File: config.mk
export PLATFORM = sky130hd
export DESIGN_NAME = modn_down_counter
export DESIGN_NICKNAME = d
export VERILOG_FILES = /design/src/rtl/modn_counter_pkg.sv /design/src/rtl/modn_down_counter.sv
export SDC_FILE = /design/constraint.sdc
export NUM_CORES = 1
export LEC_CHECK = 0
export BUFFER_PORTS_ARGS = -buffer_cell sky130_fd_sc_hd__buf_4
export CAP_MARGIN = 15
export CORE_AREA = 2 2 39 41
export CTS_BUF_LIST = sky130_fd_sc_hd__clkbuf_16
export DETAILED_ROUTE_END_ITERATION = 10
export DIE_AREA = 0 0 41 43
export PLACE_DENSITY = 0.45
export SLEW_MARGIN = 20
export SYNTH_ARGS = -nofsm -noshare
export SYNTH_HDL_FRONTEND = slang
export SYNTH_SLANG_ARGS = --single-unit
File: constraint.sdc
create_clock -name clk -period 3.1 [get_ports clk]
set_input_delay 0.775 -clock clk [delete_from_list [all_inputs] [get_ports clk]]
set_output_delay 0.775 -clock clk [all_outputs]
set_load 0.02 [all_outputs]
File: src/rtl/modn_counter_pkg.sv
// rtl/modn_counter_pkg.sv - shared state type and load clamp for the modulo-N down counter
package modn_counter_pkg;

  typedef enum logic [1:0] {
    FREE = 2'd0,
    RUN  = 2'd1,
    DONE = 2'd2
  } cnt_state_t;

  // Values at or above the modulus are pinned to the largest legal count.
  function automatic logic [31:0] clamp_load(input logic [31:0] val, input logic [31:0] mod);
    return (val >= mod) ? (mod - 32'd1) : val;
  endfunction

endpackage

File: src/rtl/modn_down_counter.sv
// rtl/modn_down_counter.sv - modulo-N down counter with free-run and one-shot modes
module modn_down_counter #(
  parameter  int MOD   = 4,
  localparam int WIDTH = $clog2(MOD)
) (
  input  logic             clk,
  input  logic             reset,
  input  logic             en,
  input  logic             load,
  input  logic [WIDTH-1:0] load_val,
  input  logic             oneshot,
  output logic [WIDTH-1:0] count,
  output logic             tc,
  output logic             done,
  output logic             busy
);

  import modn_counter_pkg::*;

  localparam logic [WIDTH-1:0] MAX = WIDTH'(MOD - 1);

  cnt_state_t       state;
  cnt_state_t       next_state;
  logic [WIDTH-1:0] next_count;

  // Terminal count fires on the enabled cycle that sees zero, except once stopped.
  assign tc = en && (count == '0) && (state != DONE);

  // Next state/count: load wins over en, and a loaded value is not decremented.
  always_comb begin
    next_state = state;
    next_count = count;
    if (load) begin
      next_count = WIDTH'(clamp_load(32'(load_val), 32'(MOD)));
      next_state = oneshot ? RUN : FREE;
    end else if (en) begin
      case (state)
        FREE: next_count = (count == '0) ? MAX : (count - WIDTH'(1));
        RUN: begin
          if (count == '0) begin
            next_state = DONE;
          end else begin
            next_count = count - WIDTH'(1);
          end
        end
        DONE: next_count = count;
        default: begin
          next_state = FREE;
          next_count = MAX;
        end
      endcase
    end
  end

  // Register state, count and the state-decoded flags; reset overrides everything.
  always_ff @(posedge clk) begin
    if (!reset) begin
      state <= FREE;
      count <= MAX;
      done  <= 1'b0;
      busy  <= 1'b0;
    end else begin
      state <= next_state;
      count <= next_count;
      done  <= (next_state == DONE);
      busy  <= (next_state == RUN);
    end
  end

endmodule

==> out/results.tsv, run 1 <==
metric	value	unit
status	complete, no violations	
placedCellCount	62	
final_cells	65	
port_buffers	11	
synth_top_cell_by_area	dfxtp_1	
cp_max_fo	7	
yosys-top-cells-area	dfxtp_1, nand2b_1, nor4b_2	
synth_cell_types	25	
synthesis.nets	44	
cts_root_buf	clkbuf_16	
ys_ff_latch	6	
clock_latency	230	ps
max_slew.worst_pin.slew	258	ps
power_switching	61.9	µW
gr-usage-all-layers	10.1	%
p_per_area	650	nW/µm²
min_path_type	reg -> reg	
ctsHtreeMaxLevel	1	
fin_ws	1110	ps
die-area	1760	µm²
syn_area_per_cell	9.31	µm²
ant_nets	0	
switching_share	18.9	%
drt_pass1_iterations	2	
ioPinCount	12	
gr-total-overflow	0	
drt-met1-wl	330	µm
numCtsBuffers	3	
core_area	1380	µm²
min_from	count[0]$_SDFFE_PN1P_	
fin_area	505	µm²
synthArstFlopShare	0	%
slew_violations	0	
area_growth	50.7	%
post_cts_resized	0	
grt_pass1_vias	280	
setup_violations	0	
power.total	329	µW
top_layer_used	met4	
worst-setup-path-type	in -> out	
synth_flop_cell	dfxtp_1	
place_area	430	µm²
hold_viol_final	0	
slew_headroom	82.6	%
clock-sinks	6	
rsz0062_at_grt	no	
p_seq_share	25.7	%
place_ws	1110	ps
nets	59	
dieHeight	43	µm
r2r-start	count[0]$_SDFFE_PN1P_	
drtIter0Drc	8	
synth_edf_count	0	
irDropWorstVdd	0.167	mV
finalCritPeriodShare	64.2	%
diodes	0	
power_frac_comb	11.4	%
die_w	41	µm
postCtsSetupBuffers	0	
setup.worst_path.start	en	
fin_setup_tns	0	ps
dp_hpwl	537	µm
cts_hold_buf	0	
antenna_found_initial	0	
avgViaCountPerCell	4.83	
cts_tree	done	
yosys_warnings	0	
routedWlPerCell	11.4	µm
total_leakage_power	0.229	nW
arrival	1210	ps
internal_power	267	µW
netlist_area	335	µm²
cap_violations	0	
clkSlewWorstSetupHoldPaths	30	ps
grt_pass1_wl	1.12	mm
cp-start-kind	primary input	
grt_max_degree	12	
clock.fmax	503	MHz
drive_above_1_share	34.7	%
hold_ws	548	ps
start_util	24.2	%
dr_wl_met3	44	µm
vias	314	
yosysMostFrequentCell	dfxtp_1	
drt-total-wl	740	µm
final_util	36.5	%
drc	0	
power_frac_clock	62.9	%
min_period	1990	ps
nFillCells	153	
synth_cells	36	
ys_seq_area_share	35.8	%
fp-row-count	14	
clock_path_buffers	2	
end_kind	primary output	
finalClockSkew	2.55	ps
synth_top_area_share	35.8	%
required	2320	ps
dr_wl_met2	350	µm
yosys-top-cells-count	dfxtp_1, nand2_1, nand2b_1	
gp_congestion	0.762	
[worst paths after layout]
check	endpoint	slack, ps	cells after the start
setup reg to reg	count[1]$_SDFFE_PN1P_	1670	5
hold / removal	count[0]$_SDFFE_PN1P_	550	2
hold reg to reg	count[0]$_SDFFE_PN1P_	550	2
setup / recovery	tc	1110	3
[logic make-up after synthesis]
kind of cell    after synthesis  share of synthesized area, %
compound gates                8                          17.9
mux                           1                          3.36
flops                         6                          35.8
buf+inv                       3                          4.48
simple gates                 17                          34.7
fa+ha+maj                     1                          3.73
[routing by layer]
metal / GRT usage [%] / vias to the layer above
li1: - / 159
met1: 11.9 / 143
met2: 12.2 / 10
met3: 4.71 / 2
met4: 10.0 / 0
met5: 0 / -
[registers in the layout, summed over array words and instances (netlist names)]
register and count:
state 2, busy 1, count 2, done 1
[layout by cell type (no fill, tap or decap)]
cell,Yosys,final
buf_4,1,11
dfxtp_1,6,6
nand2b_1,3,3
nand2_1,3,3
clkbuf_16,0,3
and3_1,2,2
inv_1,2,2
nand3b_1,1,1
nor2_1,1,1
o21ai_0,1,1
and2b_1,1,1
a22o_1,1,1
o311a_1,1,1
and4b_2,1,1
a21oi_1,1,1
nor3b_1,1,1
a31oi_1,1,1
nor2b_1,1,1
o41ai_1,1,1
o221ai_1,1,1
and2_1,1,1
and2b_2,1,1
o211ai_1,1,1
mux2_1,1,1
nor4b_2,1,1
ha_1,1,1
[power groups by stage]
stage | Combinational [mW] | Sequential, mW | Clock (mW)
final | 0.0375 | 0.0845 | 0.207
after global routing | 0.0408 | 0.0850 | 0.213
after CTS | 0.0380 | 0.0847 | 0.212
after detailed placement | 0.0378 | 0.0858 | 0
after global placement | 0.0370 | 0.0854 | 0
after floorplan | 0.0185 | 0.0892 | 0
[cell type report]
| type | instances | area [µm²] | share of cell area, % |
|---|---|---|---|
| tap | 16 | 20.0 | 3.96 |
| sequential | 6 | 120 | 23.8 |
| inverter | 2 | 7.51 | 1.49 |
| clock buffer | 3 | 75.1 | 14.9 |
| multi-input combinational | 27 | 200 | 39.6 |
| timing repair buffer | 11 | 82.6 | 16.3 |
[worst max-delay path: stages]
cell and delay, ps:
buf_4 130, and3_1 160, buf_4 150
(Power assumes the default switching activity.)
==> run 2: changes to the inputs <==
Clock period 3.1 ns to 1.95 ns, I/O delays scaled along.
==> run 2 against run 1 <==
  * Routed wire length shrank 8.8%
  * Sequential cell count stayed put
  * Worst hold slack worse by 50 ps
  * Count of clock-buffer cells in the layout stayed put
  * Die area unchanged
  * Sequential share of layout area unchanged
  * Largest power group unchanged
  * Core utilization unchanged
  * Worst setup slack worse by 830 ps
  * Non-clock buffer count is the same
==> out/results.tsv, run 2 (synthesis results as in run 1) <==
metric	value	unit	change
die_w	41	µm	unchanged
finalCritPeriodShare	85.8	%	
cts_tree	done		
fin_ws	276	ps	-834 ps
ioPinCount	12		unchanged
rsz0062_at_grt	no		
numCtsBuffers	3		unchanged
setup_violations	0		unchanged
total_leakage_power	0.229	nW	unchanged
critPathTopFamily	flip-flops		
slowest_stage	dfxtp_1		
layout_commonest_cell	buf_4		
dp_hpwl	516	µm	-3.9%
cp_max_fo	5		-2
clock_path_buffers	2		unchanged
grt_pass1_wl	1.08	mm	-3.0%
max_slew.worst_pin.slew	262	ps	+4.32 ps
nFillCells	150		-2.0%
hold_depth	2		unchanged
hold_viol_final	0		unchanged
cts_hold_buf	0		unchanged
finalClockSkew	0.751	ps	-1.80 ps
drt-total-wl	675	µm	-8.8%
drive_above_1_share	34.7	%	unchanged
grt_max_degree	12		unchanged
vias	306		-2.5%
final_util	36.5	%	unchanged
cp_num_cells	4		+1
clock-sinks	6		unchanged
final_cell_mix	buf_4, dfxtp_1, nand2b_1, nand2_1, clkbuf_16		
status	complete, no violations		
worstPathCellList	inv_1 -> ha_1 -> and3_1 -> buf_4		
final_cells	65		unchanged
gp_congestion	0.752		-1.3%
clkSlewWorstSetupHoldPaths	30	ps	about the same
min_period	1670	ps	
nets	59		unchanged
diodes	0		unchanged
seqCellArea	120	µm²	unchanged
cts_root_buf	clkbuf_16		
arrival	1190	ps	-20 ps
cap_violations	0		unchanged
place_ws	525	ps	-589 ps
drt_pass1_iterations	2		unchanged
ant_nets	0		unchanged
area_growth	50.7	%	unchanged
multiInputGateArea	200	µm²	unchanged
end_kind	primary output		
reg2regPathDepth	5		unchanged
fin_setup_tns	0	ps	unchanged
grt_pass1_vias	289		+3.2%
drtIter0Drc	1		-7
die-area	1760	µm²	unchanged
drc	0		unchanged
avgViaCountPerCell	4.71		-2.5%
worst-setup-path-type	reg -> out		
clock_latency	220	ps	about the same
max_stage_delay	340	ps	+180 ps
post_cts_resized	0		unchanged
top_regs	count: 2 flops, state: 2 flops		
core_area	1380	µm²	unchanged
required	1460	ps	-860 ps
irDropWorstVdd	0.257	mV	+54%
placedCellCount	62		unchanged
ctsHtreeMaxLevel	1		unchanged
fp-row-count	14		unchanged
slew_headroom	82.3	%	-0.29 points
start_util	24.2	%	unchanged
antenna_found_initial	0		unchanged
cp-start-kind	flop		
routedWlPerCell	10.4	µm	-8.8%
gr-usage-all-layers	9.05	%	-1.0 points
postCtsSetupBuffers	0		unchanged
slew_violations	0		unchanged
p_per_area	1030	nW/µm²	+58%
gr-total-overflow	0		unchanged
critPathBufInv	2		unchanged
min_path_type	in -> reg		
dieHeight	43	µm	unchanged
clock.fmax	597	MHz	
port_buffers	11		unchanged
-- run 2: worst paths after layout --
path                           endpoint  slack, ps                   from
setup / recovery                     tc        280  count[0]$_SDFFE_PN1P_
hold / removal    count[0]$_SDFFE_PN1P_        500                  reset
setup reg to reg  count[1]$_SDFFE_PN1P_        510  count[0]$_SDFFE_PN1P_
hold reg to reg   count[0]$_SDFFE_PN1P_        550  count[0]$_SDFFE_PN1P_
-- run 2: report_power, final --
| part | switching [mW] | internal (mW) | total, mW |
|---|---|---|---|
| Sequential | 0.00430 | 0.130 | 0.134 |
| Clock | 0.0637 | 0.263 | 0.326 |
| Combinational | 0.0286 | 0.0312 | 0.0599 |
| Total | 0.0967 | 0.424 | 0.521 |
-- run 2: metal layers --
metal	vias to the layer above	track usage, %	part of all wire, %
met5	-	0	0
met4	0	6.00	1.6
met3	3	3.14	4.4
met2	9	12.2	47
met1	133	11.6	47
li1	161	-	-
-- run 2: through the flow --
stage | total power, mW | instance area [µm²] | hold slack (ps)
after floorplan | 0.171 | 335 | 566
after global placement | 0.195 | 430 | 539
after detailed placement | 0.195 | 430 | 547
after CTS | 0.524 | 505 | 495
after global routing | 0.539 | 505 | 497
final | 0.521 | 505 | 498
-- run 2: final cells by class --
| class | instances | area share, % |
|---|---|---|
| Clock buffer | 3 | 14.9 |
| Sequential cell | 6 | 23.8 |
| Inverter | 2 | 1.49 |
| Timing Repair Buffer | 11 | 16.3 |
| Tap cell | 16 | 3.96 |
| Multi-Input combinational cell | 27 | 39.6 |
==> run 3: changes to the inputs <==
Settings changed: CTS_BUF_LIST sky130_fd_sc_hd__clkbuf_16 to default.
==> run 3 against run 2 <==
  * Maximum frequency is 0.96% lower
  * Worst hold slack got worse by 14 ps
  * First-iteration DRC count stayed put
  * Largest power group is now registers
  * Critical endpoint unchanged
  * Final area is 10% lower
  * Clock power fell by 65%
  * Register-to-register slack about the same
  * Sequential share of layout area rose by 2.8 points
  * Die area is the same
==> out/results.tsv, run 3 (synthesis results as in run 1) <==
metric	value	unit	change
switching_share	24.8	%	+6.3 points
postCtsSetupBuffers	0		unchanged
hold_viol_final	0		unchanged
clock.fmax	592	MHz	-0.96%
grt_pass1_wl	1.08	mm	unchanged
gp_congestion	0.752		unchanged
total_leakage_power	0.206	nW	-10%
final_cell_mix	buf_4, dfxtp_1, nand2b_1, nand2_1, clkbuf_4		
layout_commonest_cell	buf_4		
routedWlPerCell	10.4	µm	-0.30%
drt_pass1_iterations	2		unchanged
worst-setup-path-type	reg -> out		
setup_violations	0		unchanged
arrival	1200	ps	about the same
antenna_found_initial	0		unchanged
dieHeight	43	µm	unchanged
numCtsBuffers	3		unchanged
min_period	1690	ps	+16.2 ps
post_cts_resized	0		unchanged
die-area	1760	µm²	unchanged
dp_hpwl	516	µm	unchanged
rsz0062_at_grt	no		
ioPinCount	12		unchanged
gr-usage-all-layers	9.25	%	+0.20 points
clock-sinks	6		unchanged
end_kind	primary output		
cts_hold_buf	0		unchanged
critPathTopFamily	flip-flops		
grt_max_degree	12		unchanged
drc	0		unchanged
drive_above_1_share	34.7	%	unchanged
fin_setup_tns	0	ps	unchanged
avgViaCountPerCell	4.60		-2.3%
p_seq_share	43.7	%	+18 points
power_frac_clock	36.8	%	-26 points
area_growth	35.1	%	
cp-start-kind	flop		
irDropWorstVdd	0.166	mV	-35%
hold_ws	484	ps	-13.6 ps
worstPathCellList	inv_1 -> ha_1 -> and3_1 -> buf_4		
grt_pass1_vias	286		-1.0%
diodes	0		unchanged
slew_headroom	82.3	%	unchanged
gr-total-overflow	0		unchanged
drtIter0Drc	1		unchanged
nets	59		unchanged
status	complete, no violations		
finalCritPeriodShare	86.7	%	+0.83 points
top_regs	count: 2 flops, state: 2 flops		
clock_latency	240	ps	+20 ps
cts_root_buf	clkbuf_4		
clkSlewWorstSetupHoldPaths	40	ps	about the same
power.total	306	µW	-41%
power_frac_comb	19.6	%	+8.1 points
critPathBufInv	2		unchanged
slew_violations	0		unchanged
core_area	1380	µm²	unchanged
vias	299		-2.3%
ctsHtreeMaxLevel	1		unchanged
cap_violations	0		unchanged
max_stage_delay	350	ps	about the same
port_buffers	11		unchanged
final_util	32.7	%	-3.8 points
final_cells	65		unchanged
p_per_area	676	nW/µm²	-34%
drt-total-wl	673	µm	-0.30%
required	1460	ps	about the same
start_util	24.2	%	unchanged
ant_nets	0		unchanged
die_w	41	µm	unchanged
cp_max_fo	5		unchanged
cts_tree	done		
min_path_type	in -> reg		
power_switching	76.0	µW	-21%
fp-row-count	14		unchanged
clock_path_buffers	2		unchanged
slowest_stage	dfxtp_1		
max_slew.worst_pin.slew	262	ps	unchanged
finalClockSkew	2.82	ps	+2.07 ps
internal_power	230	µW	-46%
nFillCells	156		+4.0%
placedCellCount	62		unchanged
run 3: cell counts in the layout (fill, tap and decap cells not counted):
Identical to the previous run, type by type.
run 3: power groups by stage:
stage	Sequential (mW)	Combinational, mW	Clock (mW)
detailed placement	0.136	0.0593	0
global route	0.135	0.0656	0.125
CTS	0.134	0.0599	0.116
finish	0.134	0.0599	0.113
global placement	0.136	0.0588	0
floorplan	0.142	0.0295	0
run 3: per-stage QoR:
stage / instance area [µm²] / setup slack (ps)
3_5_place_dp: 430 / 525
3_3_place_gp: 430 / 535
4_1_cts: 453 / 253
5_1_grt: 453 / 196
2_1_floorplan: 335 / 501
6_report: 453 / 260
run 3: area by class of cell:
class | count | area [µm²] | area share (%)
multi-input cells | 27 | 200 | 44.2
flip-flops and latches | 6 | 120 | 26.5
repair buffers | 11 | 82.6 | 18.2
clock buffers | 3 | 22.5 | 4.97
well taps | 16 | 20.0 | 4.42
inverters | 2 | 7.51 | 1.66
run 3: final timing paths:
check	startpoint	to	slack (ps)	depth (start not counted)
max	count[0]$_SDFFE_PN1P_	tc	260	4
min	reset	count[0]$_SDFFE_PN1P_	480	2
max reg2reg	count[0]$_SDFFE_PN1P_	count[1]$_SDFFE_PN1P_	510	5
min reg2reg	count[0]$_SDFFE_PN1P_	count[0]$_SDFFE_PN1P_	550	2
run 3: worst register-to-register path, cell delays in order, from the launching register on:
cell      delay, ps
dfxtp_1         320
inv_1            70
ha_1            220
nand3b_1        100
a31oi_1         270
mux2_1          350
run 3: metal layers:
metal	wire, µm	global-route usage [%]	part of all wire [%]	vias to the layer above
li1	-	-	-	162
met3	23	3.14	3.4	0
met4	0	8.00	0	0
met1	319	11.3	47	131
met5	0	0	0	-
met2	330	12.2	49	6
